File: config.mk
export PLATFORM = sky130hd
export DESIGN_NAME = modulo_controle_jogo
export DESIGN_NICKNAME = d
export VERILOG_FILES = /design/src/rtl/modulo_controle_jogo.sv
export SDC_FILE = /design/constraint.sdc
export NUM_CORES = 1
export LEC_CHECK = 0
export BUFFER_PORTS_ARGS = -buffer_cell sky130_fd_sc_hd__buf_2
export CAP_MARGIN = 25
export CORE_AREA = 5 5 119 121
export CTS_BUF_LIST = sky130_fd_sc_hd__clkbuf_4
export DETAILED_ROUTE_END_ITERATION = 12
export DIE_AREA = 0 0 124 126
export PLACE_DENSITY = 0.46
export SYNTH_ARGS = -nofsm -noshare
export SYNTH_HDL_FRONTEND = slang
export SYNTH_SLANG_ARGS = --single-unit
File: constraint.sdc
create_clock -name clk -period 6.45 [get_ports clk]
set_input_delay 0.3225 -clock clk [delete_from_list [all_inputs] [get_ports clk]]
set_output_delay 0.3225 -clock clk [all_outputs]
set_load 0.01 [all_outputs]
File: src/rtl/modulo_controle_jogo.sv
// Game controller for the grid-attack game.
// The raw fire button is synchronized and debounced, and each debounced press
// becomes a one-cycle press event. That event drives the game FSM
// (SETUP -> ATTACK -> WIN/LOSE -> SETUP), which tracks the remaining shots,
// the confirmed hits and the cells already attacked in the current game.
module modulo_controle_jogo #(
   parameter int DEBOUNCE_CYCLES = 500000,
   parameter int MAX_SHOTS       = 12,
   parameter int TARGET_HITS     = 3
) (
   input  logic       clk,
   input  logic       clr,
   input  logic       btn_n,
   input  logic [5:0] sw_coord,
   input  logic       hit_in,
   output logic [1:0] hh1,
   output logic [5:0] hh2,
   output logic       fire_pulse,
   output logic [3:0] shots_left,
   output logic [2:0] hits
);

   localparam int CNT_W = (DEBOUNCE_CYCLES > 1) ? $clog2(DEBOUNCE_CYCLES) : 1;
   localparam logic [CNT_W-1:0] CNT_LAST   = CNT_W'(DEBOUNCE_CYCLES - 1);
   localparam logic [3:0]       SHOTS_INIT = 4'(MAX_SHOTS);
   localparam logic [2:0]       HITS_GOAL  = 3'(TARGET_HITS);

   // hh1 carries the state encoding directly, so the enum values are the status codes
   typedef enum logic [1:0] {
      ST_SETUP  = 2'b00,
      ST_ATTACK = 2'b01,
      ST_WIN    = 2'b10,
      ST_LOSE   = 2'b11
   } state_t;

   state_t           state;
   logic [1:0]       sync_ff;
   logic             btn_sync;
   logic             db_level;   // debounced button level, 1 = released
   logic [CNT_W-1:0] db_cnt;
   logic             press_evt;
   logic [34:0]      shot_map;

   logic [2:0]  row, col;
   logic        coord_ok;
   logic [5:0]  cell_idx;
   logic [34:0] cell_bit;
   logic        already_shot;
   logic [3:0]  shots_dec;
   logic [2:0]  hits_nxt;

   // Two-flop synchronizer; it resets to the released level so a held button is seen as a new press
   always_ff @(posedge clk or posedge clr) begin
      if (clr) sync_ff <= 2'b11;
      else     sync_ff <= {sync_ff[0], btn_n};
   end

   assign btn_sync = sync_ff[1];

   // Debouncer: accept a level change only after it has been stable for DEBOUNCE_CYCLES cycles;
   // only the released->pressed flip raises the one-cycle press event
   always_ff @(posedge clk or posedge clr) begin
      if (clr) begin
         db_level  <= 1'b1;
         db_cnt    <= '0;
         press_evt <= 1'b0;
      end else begin
         press_evt <= 1'b0;
         if (btn_sync == db_level) begin
            db_cnt <= '0;
         end else if (db_cnt == CNT_LAST) begin
            db_level  <= btn_sync;
            db_cnt    <= '0;
            press_evt <= ~btn_sync;
         end else begin
            db_cnt <= db_cnt + 1'b1;
         end
      end
   end

   // Coordinate decode and the next counter values of a candidate shot
   assign row          = sw_coord[5:3];
   assign col          = sw_coord[2:0];
   assign coord_ok     = (row <= 3'd6) && (col <= 3'd4);
   assign cell_idx     = 6'({row, 2'b00}) + 6'(row) + 6'(col);
   assign cell_bit     = 35'd1 << cell_idx;   // out-of-grid indices shift out to zero
   assign already_shot = |(shot_map & cell_bit);
   assign shots_dec    = (shots_left != 4'd0) ? shots_left - 4'd1 : 4'd0;
   assign hits_nxt     = (hit_in && (hits < HITS_GOAL)) ? hits + 3'd1 : hits;

   // Game FSM with registered outputs. A press is refused while a strobe is still high,
   // so fire_pulse can never be asserted in two consecutive cycles.
   always_ff @(posedge clk or posedge clr) begin
      if (clr) begin
         state      <= ST_SETUP;
         hh2        <= 6'd0;
         fire_pulse <= 1'b0;
         shots_left <= SHOTS_INIT;
         hits       <= 3'd0;
         shot_map   <= 35'd0;
      end else begin
         fire_pulse <= 1'b0;
         if (press_evt && !fire_pulse) begin
            case (state)
               ST_SETUP: begin
                  // setup press selects the preset through hh2, so it is not range-checked
                  hh2        <= sw_coord;
                  fire_pulse <= 1'b1;
                  state      <= ST_ATTACK;
               end
               ST_ATTACK: begin
                  if (coord_ok && !already_shot) begin
                     hh2        <= sw_coord;
                     fire_pulse <= 1'b1;
                     shot_map   <= shot_map | cell_bit;
                     shots_left <= shots_dec;
                     hits       <= hits_nxt;
                     // a win is tested first, so a winning last shot ends as WIN
                     if (hits_nxt == HITS_GOAL)  state <= ST_WIN;
                     else if (shots_dec == 4'd0) state <= ST_LOSE;
                  end
               end
               default: begin
                  state      <= ST_SETUP;
                  shots_left <= SHOTS_INIT;
                  hits       <= 3'd0;
                  shot_map   <= 35'd0;
               end
            endcase
         end
      end
   end

   assign hh1 = state;

endmodule

==> impl_metrics.yaml, run 1 <==
outcome:
  status: "finished, final reports clean"
worst_setup_path:
  cp_max_fo: 17
  start_kind: "input port"
  crit_type: "input port to register"
  end_kind: "register"
  arrival_ns: 4.18
  crit_required_ns: 6.78
detailed_routing:
  drt-initial-drc-count: 196
  vias: 2910
  drc: 0
  wire_per_inst_um: 15.98
  firstDrtPassIters: 4
  viasPerCell: 5.043
  wirelength_mm: 9.220
  ant_nets: 0
timing:
  rsz0062_at_grt: "no"
  totalNegativeSetupSlack_ns: 0
  worst_pin_slew_ns: 0.8393
  relSlewSlack_pct: 44.04
  fmax_mhz: 259.7
  setup-violations-final: 0
  skew_ns: 0.01962
  setup_slack_ns: 2.600
  fin_crit_sh_pct: 59.69
  slew_violations: 0
  min_period_ns: 3.850
  hold_viol_final: 0
yosys:
  ys_ff_latch: 74
  synth_area_um2: 3830
  postSynth.asyncResetShare_pct: 100.0
  yosys-top-cells-count: "dfrtp_1 (69), nor2_1 (33), nand2_1 (30), a22o_1 (24), nand3_1 (19)"
  yosysTopAreaCellShare_pct: 45.08
  synth_area_leaders: "dfrtp_1 (45%), a22o_1 (5.5%), mux2_2 (3.5%)"
  synth-warning-count: 0
  synth.avg_cell_area_um2: 10.27
  yosysUniqueCellTypes: 56
  yosysTopAreaCell: "dfrtp_1"
  synth_most_common_cell: "dfrtp_1"
  synth_ff_type: "dfrtp_1"
  synth-edff-count: 0
  netlist_instances: 373
  ys_seq_area_share_pct: 48.51
  synth_nets: 393
clocking:
  cts_buffers: 9
  cts_hold_buf: 1
  path_clk_slew_ns: 0.12
  cts_setup_buffers: 0
  cts.repair.resized: 0
  clock_path_buffers: 2
  cts_tree: "done"
  htree_num_levels: 3
  root_buffer: "clkbuf_4"
  insertion_delay_ns: 0.43
  clkSinkCount: 74
placed_design:
  io_buffers: 25
  placed_cell_area_um2: 4115
  pre_cts_slack_ns: 2.096
  place_congestion: 0.8418
  hpwl_mm: 6.215
grt:
  antenna_found_initial: 1
  grt_pass1_vias: 2985
  grt_pass1_wl_mm: 15.69
  grtUsageTotal_pct: 12.78
  grt-ovfl-total: 0
  grt_max_degree: 75
power:
  ir_drop_uv: 119.0
  p_leak_nw: 1.888
  power_density_nw_per_um2: 206.4
die:
  rows: 42
  io_pins: 26
  initial_core_util_pct: 29.51
  coreArea_um2: 12980
  dieArea_um2: 15620
  die_w_um: 124
  die_h_um: 126
run:
  max-cap-violations: 0
cells_and_area:
  drive_above_1_share_pct: 17.50
  nets: 415
  fill_cells: 1338
  regArea_um2: 1858
  syn2layout_area_growth_pct: 11.70
  final_util_pct: 32.96
  final_cell_area_um2: 4278
  multiInputGateArea_um2: 1837
hold_path:
  hold_path_class: "input port to register"
routing by layer:
layer  routed length (um)  GRT usage [%]  vias up  share of wire, %
li1                     -              -     1407                 -
met1                 4241          17.45     1434                46
met2                 4479          19.54       56                49
met3                  310          3.049       13               3.4
met4                  189          4.961        0               2.0
met5                    0              0        -                 0
registers in the layout, indices dropped and copies added, names as in the netlist, 2 cells and up:
signal	cells
sync_ff	2
hh2	6
db_cnt	19
shot_map	35
shots_left	4
hh1	2
hits	3
final timing paths:
check | startpoint | endpoint | slack (ns) | cells past startpoint
max | sw_coord[2] | hh2[0]$_DFFE_PP0P_ | 2.60 | 10
min | sw_coord[1] | hh2[1]$_DFFE_PP0P_ | 0.16 | 2
max reg2reg | shot_map[31]$_DFFE_PP0P_ | hh2[0]$_DFFE_PP0P_ | 3.79 | 7
min reg2reg | sync_ff[0]$_DFF_PP1_ | sync_ff[1]$_DFF_PP1_ | 0.38 | 0
max in group asynchronous | clr | sync_ff[1]$_DFF_PP1_ | 5.46 | 5
min in group asynchronous | clr | db_cnt[5]$_DFF_PP0_ | 0.40 | 4
where the power goes:
| part | internal, W | leakage, nW | switching, W |
|---|---|---|---|
| Combinational | 0.0000511 | 0.893 | 0.0000982 |
| Clock | 0.0000900 | 0.0586 | 0.000166 |
| Sequential | 0.000471 | 0.936 | 0.00000652 |
logic make-up after synthesis:
| group | Yosys count | share of synthesized area (%) |
|---|---|---|
| AND/OR/NAND/NOR | 136 | 18.30 |
| AO/OA/AOI/OAI | 81 | 16.33 |
| flip-flops | 74 | 48.51 |
| buffers and inverters | 34 | 3.528 |
| XOR/XNOR | 20 | 4.574 |
| multiplexers | 18 | 5.096 |
| adder cells (fa/ha/maj) | 10 | 3.659 |
placed cells by master, fill, tap and decap left out, types with 4 or more instances in the layout:
master,n
a22o_1,24
nor2_1,33
nand2_1,30
dfstp_2,5
buf_2,25
a31oi_1,6
nor3_1,5
xnor2_1,8
ha_1,8
mux2i_1,6
inv_1,13
dfrtp_1,69
o32ai_1,4
clkbuf_4,12
nor4_1,5
o21ai_0,12
a21oi_1,7
nor2b_1,4
and3_1,13
and2_1,5
nand3_1,19
xor2_1,12
mux2_2,12
through the flow:
step	hold WS, ns	power [W]	std cells
after floorplan	0.3270	0.0005923	373
after global routing	0.1422	0.0009377	577
after CTS	0.1139	0.0008989	574
final	0.1568	0.0008828	577
after detailed placement	0.3506	0.0006350	557
after global placement	0.3493	0.0006348	557
layout make-up:
class / instances / area share [%]
inverters: 14 / 1.228
flip-flops and latches: 74 / 43.43
diodes: 1 / 0.05850
clock inverters: 4 / 0.5265
clock buffers: 12 / 2.106
multi-input cells: 265 / 42.94
well taps: 176 / 5.148
repair buffers: 31 / 4.563
critical path: stages:
cell and delay (ns):
buf_2 0.12, fa_1 0.53, fa_1 0.95, inv_1 0.34, a41oi_1 0.30, a31oi_1 0.11
or4_4 0.46, a211o_1 0.38, a21oi_4 0.29, mux2_2 0.37
Note: power is estimated with default switching activity, not from simulation.
==> inputs of run 2 (changes only) <==
--- a/config.mk
+++ b/config.mk
@@ -5,13 +5,14 @@
 export SDC_FILE = /design/constraint.sdc
 export NUM_CORES = 1
 export LEC_CHECK = 0
+export ABC_AREA = 1
 export BUFFER_PORTS_ARGS = -buffer_cell sky130_fd_sc_hd__buf_2
 export CAP_MARGIN = 25
-export CORE_AREA = 5 5 119 121
+export CORE_AREA = 5 5 128 130
 export CTS_BUF_LIST = sky130_fd_sc_hd__clkbuf_4
 export DETAILED_ROUTE_END_ITERATION = 12
-export DIE_AREA = 0 0 124 126
-export PLACE_DENSITY = 0.46
+export DIE_AREA = 0 0 133 135
+export PLACE_DENSITY = 0.47
 export SYNTH_ARGS = -nofsm -noshare
 export SYNTH_HDL_FRONTEND = slang
 export SYNTH_SLANG_ARGS = --single-unit
==> constraint.sdc (replaced) <==
create_clock -name clk -period 3.44 [get_ports clk]
set_input_delay 0.172 -clock clk [delete_from_list [all_inputs] [get_ports clk]]
set_output_delay 0.172 -clock clk [all_outputs]
set_load 0.01 [all_outputs]
==> run 2 against run 1 <==
  * Clock power grew to 2.7 times the previous value
  * Global-route usage grew 0.25 points
  * First-iteration DRC count grew 8.7%
  * Sequential share of layout area shrank 6.9 points
  * Worst setup slack lost 2.4 ns
  * Worst hold slack lost 0.11 ns
  * Non-clock buffer count grew 20
  * Combinational power grew 77%
  * Sequential cell count is the same
  * Critical path type unchanged
==> impl_metrics.yaml, run 2 <==
outcome:
  status: "finished, final reports clean"
timing:
  setup-violations-final: 0
  fin_crit_sh_pct: 94.25
  totalNegativeSetupSlack_ns: 0
  skew_ns: 0.01118
  setup_slack_ns: 0.1977
  rsz0062_at_grt: "no"
  worst_pin_slew_ns: 0.8271
  min_period_ns: 3.242
  slew_violations: 0
  hold_viol_final: 0
  relSlewSlack_pct: 44.78
  fmax_mhz: 308.4
detailed_routing:
  viasPerCell: 4.964
  wire_per_inst_um: 13.83
  wirelength_mm: 11.15
  drt-initial-drc-count: 213
  ant_nets: 0
  vias: 4001
  drc: 0
  firstDrtPassIters: 4
yosys:
  synth_area_um2: 4410
  synth_most_common_cell: "nand2_1"
  synth_nets: 597
  synth.avg_cell_area_um2: 7.644
  netlist_instances: 577
  synth-edff-count: 0
  synth-warning-count: 0
  synth_area_leaders: "dfrtp_1 (39%), nand2_1 (13%), nand4_1 (7.8%)"
  yosysUniqueCellTypes: 32
  synth_ff_type: "dfrtp_1"
  ys_ff_latch: 74
  ys_seq_area_share_pct: 42.13
  yosysTopAreaCell: "dfrtp_1"
  yosysTopAreaCellShare_pct: 39.15
  yosys-top-cells-count: "nand2_1 (150), dfrtp_1 (69), nor2_1 (67), nand3_1 (59), nand4_1 (55)"
  postSynth.asyncResetShare_pct: 100.0
cells_and_area:
  fin_cells: 806
  largestRegisters: "shot_map (35), db_cnt (19), hh2 (6)"
  top_register: "shot_map"
  syn2layout_area_growth_pct: 15.32
  largest_register_ffs: 35
  num_antenna_cells: 0
  nets: 633
  final_common_cell: "nand2_1"
  fill_cells: 1590
  multiInputGateArea_um2: 2247
  regArea_um2: 1858
  drive_above_1_share_pct: 13.92
  layout_common_cells: "nand2_1 (148), dfrtp_1 (69), nor2_1 (63), nand3_1 (59), nand4_1 (55)"
hold_path:
  hold_path_class: "input port to register"
  min_to: "hh2[3]$_DFFE_PP0P_"
  hold_depth: 3
  hold_start: "sw_coord[3]"
placed_design:
  place_inst: 782
  io_buffers: 25
  place_congestion: 0.8525
  pre_cts_slack_ns: 0.07478
  hpwl_mm: 7.885
worst_setup_path:
  max_stage_delay_ns: 0.63
  cp_slowest_cell: "fa_2"
  r2r-end: "db_cnt[18]$_DFF_PP0_"
  cp_max_fo: 8
  crit_chain: "dlygate4sd3_1 -> buf_2 -> ha_1 -> ha_1 -> fa_2 -> inv_1 -> nand3_1 -> nor2_1 -> nand3_1 -> nand2_1 -> nor2_1 -> nand2_1 -> nor2_1 -> nand3_1 -> nand2_1 -> nand2_2 -> nand2_1 -> o21ai_0"
  start_kind: "input port"
  cp_top_family: "simple AND/OR/NAND/NOR gates"
  r2r_setup_slack_ns: 1.37
  end_kind: "register"
  r2r_start: "db_cnt[0]$_DFF_PP0_"
  crit_required_ns: 3.77
  cpMostUsedCell: "nand2_1"
  rr_worst_depth: 9
  arrival_ns: 3.57
  crit_type: "input port to register"
  critPathBufInv: 3
run:
  max-cap-violations: 0
clocking:
  clock_path_buffers: 2
  path_clk_slew_ns: 0.12
  root_buffer: "clkbuf_4"
  clkSinkCount: 74
  cts_buffers: 9
  insertion_delay_ns: 0.44
  cts_tree: "done"
  htree_num_levels: 3
grt:
  grtUsageTotal_pct: 13.03
  grt_pass1_wl_mm: 19.20
  grt-ovfl-total: 0
  grt_max_degree: 39
  grt_pass1_vias: 3995
  antenna_found_initial: 0
power:
  power_density_nw_per_um2: 360.6
  ir_drop_uv: 199.2
  p_leak_nw: 2.878
  finalPower_w: 0.001834
die:
  die_h_um: 135
  io_pins: 26
  die_w_um: 133
  coreArea_um2: 15030
  initial_core_util_pct: 29.34
  dieArea_um2: 17960
  rows: 45
==> run 2: how the worst max path moves through the flow <==
stage,from,end,slack [ns],cells after the start
floorplan,sw_coord[2],hits[0]$_DFFE_PP0P_,0.77,17
global placement,sw_coord[2],shot_map[24]$_DFFE_PP0P_,0.1,19
detailed placement,sw_coord[2],shot_map[0]$_DFFE_PP0P_,0.07,19
CTS,sw_coord[1],shot_map[3]$_DFFE_PP0P_,0.06,20
global route,sw_coord[1],hh2[5]$_DFFE_PP0P_,0.06,18
finish,sw_coord[1],hh2[5]$_DFFE_PP0P_,0.20,18
==> run 2: tightest hold or removal path, cell delays in order <==
cell	delay [ns]
buf_2	0.13
nand3_1	0.09
nand2_1	0.06
==> run 2: logic make-up after synthesis <==
kind of cell / Yosys count / share of synthesized area [%]
fa+ha+maj: 10 / 3.177
mux: 1 / 0.2270
simple gates: 353 / 36.37
compound gates: 56 / 8.766
flops: 74 / 42.13
buf+inv: 74 / 7.546
xor+xnor: 9 / 1.787
==> run 2: area by class of cell <==
class | count | share of cell area, %
multi-input cells | 429 | 44.18
flip-flops and latches | 74 | 36.53
repair buffers | 51 | 7.478
well taps | 188 | 4.625
inverters | 48 | 3.542
clock inverters | 7 | 2.312
clock buffers | 9 | 1.328
==> run 2: power breakdown <==
group / switching (W) / internal, W
sequential: 0.00000285 / 0.000875
clock: 0.000326 / 0.000368
combinational: 0.000179 / 0.0000841
==> run 2: layer usage <==
layer  wire [um]  global-route usage (%)
met3         493                   3.018
met2        5164                   20.99
met5           0                       0
met4         262                   5.139
met1        5228                   16.96
==> run 2: per-stage QoR <==
step / area [um2] / hold slack [ns] / utilization (%)
after floorplan: 4410 / 0.1765 / -
after global placement: 4801 / 0.2797 / 31.94
after detailed placement: 4801 / 0.2784 / 31.94
after CTS: 5046 / 0.01907 / 33.57
after global routing: 5086 / 0.04782 / 33.83
final: 5086 / 0.04990 / 33.83
==> run 2: timing repair <==
action,4_1_cts,5_1_grt
endpoints found under the setup margin,0,47
hold buffers,6,0
gates resized for setup,0,8
buffers inserted,0,2
hold endpoints to repair,39,0
==> inputs of run 3 (changes only) <==
--- a/config.mk
+++ b/config.mk
@@ -13,6 +13,8 @@
 export DETAILED_ROUTE_END_ITERATION = 12
 export DIE_AREA = 0 0 133 135
 export PLACE_DENSITY = 0.47
+export RECOVER_POWER = 100
+export SLEW_MARGIN = 20
 export SYNTH_ARGS = -nofsm -noshare
 export SYNTH_HDL_FRONTEND = slang
 export SYNTH_SLANG_ARGS = --single-unit
==> run 3 against run 2 <==
  * The run now ends with capacitance limit left
  * Core utilization down 0.23 points
  * Power up 0.14%
  * Global-route usage unchanged
  * First-iteration DRC count down 18%
  * Routed wire length about the same
  * Count of clock-buffer cells in the layout unchanged
  * Via count down 0.52%
  * Clock skew about the same
  * Final area down 0.69%
  * Largest cell class unchanged
==> impl_metrics.yaml, run 3 (synthesis results as in run 2) <==
worst_setup_path:
  max_stage_delay_ns: 0.63
  r2r-end: "db_cnt[16]$_DFF_PP0_"
  cpMostUsedCell: "nand2_1"
  cp_max_fo: 8
  r2r_start: "db_cnt[0]$_DFF_PP0_"
  crit_required_ns: 3.77
  critPathLaunch: "sw_coord[1]"
  start_kind: "input port"
  end_kind: "register"
  cp_slowest_cell: "fa_2"
  crit_type: "input port to register"
  crit_chain: "dlygate4sd3_1 -> clkbuf_1 -> ha_1 -> ha_1 -> fa_2 -> inv_1 -> nand3_1 -> nor2_1 -> nand3_1 -> nand2_1 -> nor2_1 -> nand2_1 -> nor2_1 -> nand3_1 -> nand2_1 -> nand3_4 -> buf_4 -> nand2_1 -> nand2_1"
  r2r_setup_slack_ns: 1.06
  arrival_ns: 3.58
  rr_worst_depth: 6
power:
  p_leak_nw: 2.801
  finalPower_w: 0.001836
  ir_drop_uv: 201.6
  power_density_nw_per_um2: 363.6
outcome:
  violations: "capacitance limit"
  status: "complete, but fails checks"
die:
  rows: 45
  die_h_um: 135
  dieArea_um2: 17960
  coreArea_um2: 15030
  initial_core_util_pct: 29.34
  die_w_um: 133
  io_pins: 26
detailed_routing:
  drt-initial-drc-count: 174
  ant_nets: 0
  firstDrtPassIters: 4
  wl_met3_um: 406
  highest_layer: "met4"
  wl_met1_mm: 5.281
  vias: 3980
  wire_per_inst_um: 13.84
  wl_met2_mm: 5.261
  wirelength_mm: 11.16
  viasPerCell: 4.938
  drc: 0
clocking:
  cts_tree: "done"
  path_clk_slew_ns: 0.12
  cts_buffers: 9
  clkSinkCount: 74
  root_buffer: "clkbuf_4"
  htree_num_levels: 3
  clock_path_buffers: 2
  insertion_delay_ns: 0.44
timing:
  worst_pin_slew_ns: 1.487
  setup-violations-final: 0
  whs_ns: 0.04533
  skew_ns: 0.01150
  totalNegativeSetupSlack_ns: 0
  hold_viol_final: 0
  fin_crit_sh_pct: 94.33
  rsz0062_at_grt: "no"
  min_period_ns: 3.245
  fmax_mhz: 308.2
  setup_slack_ns: 0.1950
  relSlewSlack_pct: 0.7355
  slew_violations: 0
cells_and_area:
  largest_register_ffs: 35
  fill_cells: 1602
  drive_above_1_share_pct: 10.03
  nets: 633
  largestRegisters: "shot_map (35), db_cnt (19), hh2 (6)"
  layout_common_cells: "nand2_1 (149), dfrtp_1 (69), nor2_1 (63), nand3_1 (59), nand4_1 (55)"
  final_common_cell: "nand2_1"
  top_register: "shot_map"
  num_antenna_cells: 0
  syn2layout_area_growth_pct: 14.52
placed_design:
  place_congestion: 0.8525
  hpwl_mm: 7.885
  pre_cts_slack_ns: 0.07478
  io_buffers: 25
hold_path:
  min_to: "hh2[3]$_DFFE_PP0P_"
  hold_start: "sw_coord[3]"
  hold_path_class: "input port to register"
  hold_depth: 3
run:
  max-cap-violations: 1
grt:
  grtUsageTotal_pct: 13.03
  grt-ovfl-total: 0
  antenna_found_initial: 0
  grt_pass1_vias: 3995
  grt_pass1_wl_mm: 19.20
  grt_max_degree: 39
-- run 3: cell count changes in the layout (fill, tap and decap cells not counted), sizes merged --
cell | previous run | this run
buf | 45 | 26
clkbuf | 9 | 28
-- run 3: area by class of cell --
class                           count  area (um2)  share of cell area, %
Clock buffer                        9       67.56                  1.338
Clock inverter                      7       117.6                  2.328
Inverter                           48       180.2                  3.567
Multi-Input combinational cell    429        2245                  44.44
Sequential cell                    74        1858                  36.78
Tap cell                          188       235.2                  4.657
Timing Repair Buffer               51       347.8                  6.886
-- run 3: routing by layer --
| metal | up-vias | global-route usage (%) |
|---|---|---|
| li1 | 2007 | - |
| met1 | 1891 | 16.96 |
| met2 | 64 | 20.99 |
| met3 | 18 | 3.018 |
| met4 | 0 | 5.139 |
| met5 | - | 0 |
-- run 3: critical path, delay by kind of cell --
family,cells,cell delay [ns]
fa+ha+maj,3,1.17
simple gates,12,1.28
buf+inv,4,0.94
-- run 3: metrics by stage --
step                      std cells  cell area, um2  util, %
after floorplan                 577            4410        -
after global placement          782            4801    31.94
after detailed placement        782            4801    31.94
after CTS                       804            5046    33.57
after global routing            806            5051    33.60
final                           806            5051    33.60
-- run 3: worst max-delay path by stage --
stage,to,cells after the start
6_report,shots_left[0]$_DFFE_PP0P_,19
4_1_cts,shot_map[3]$_DFFE_PP0P_,20
2_1_floorplan,hits[0]$_DFFE_PP0P_,17
3_5_place_dp,shot_map[0]$_DFFE_PP0P_,19
3_3_place_gp,shot_map[24]$_DFFE_PP0P_,19
5_1_grt,shot_map[33]$_DFFE_PP0P_,18
-- run 3: what timing repair did --
action / 4_1_cts / 5_1_grt
endpoints found under the setup margin: 0 / 47
hold buffers: 6 / 0
resized for setup: 0 / 8
hold endpoints to repair: 39 / 0
buffers inserted: 0 / 2
-- run 3: report_power, final --
part	internal, W	leakage (nW)	total [W]	switching (W)
logic	0.0000827	1.69	0.000260	0.000178
clock network	0.000368	0.0999	0.000699	0.000331
registers	0.000874	1.01	0.000877	0.00000277
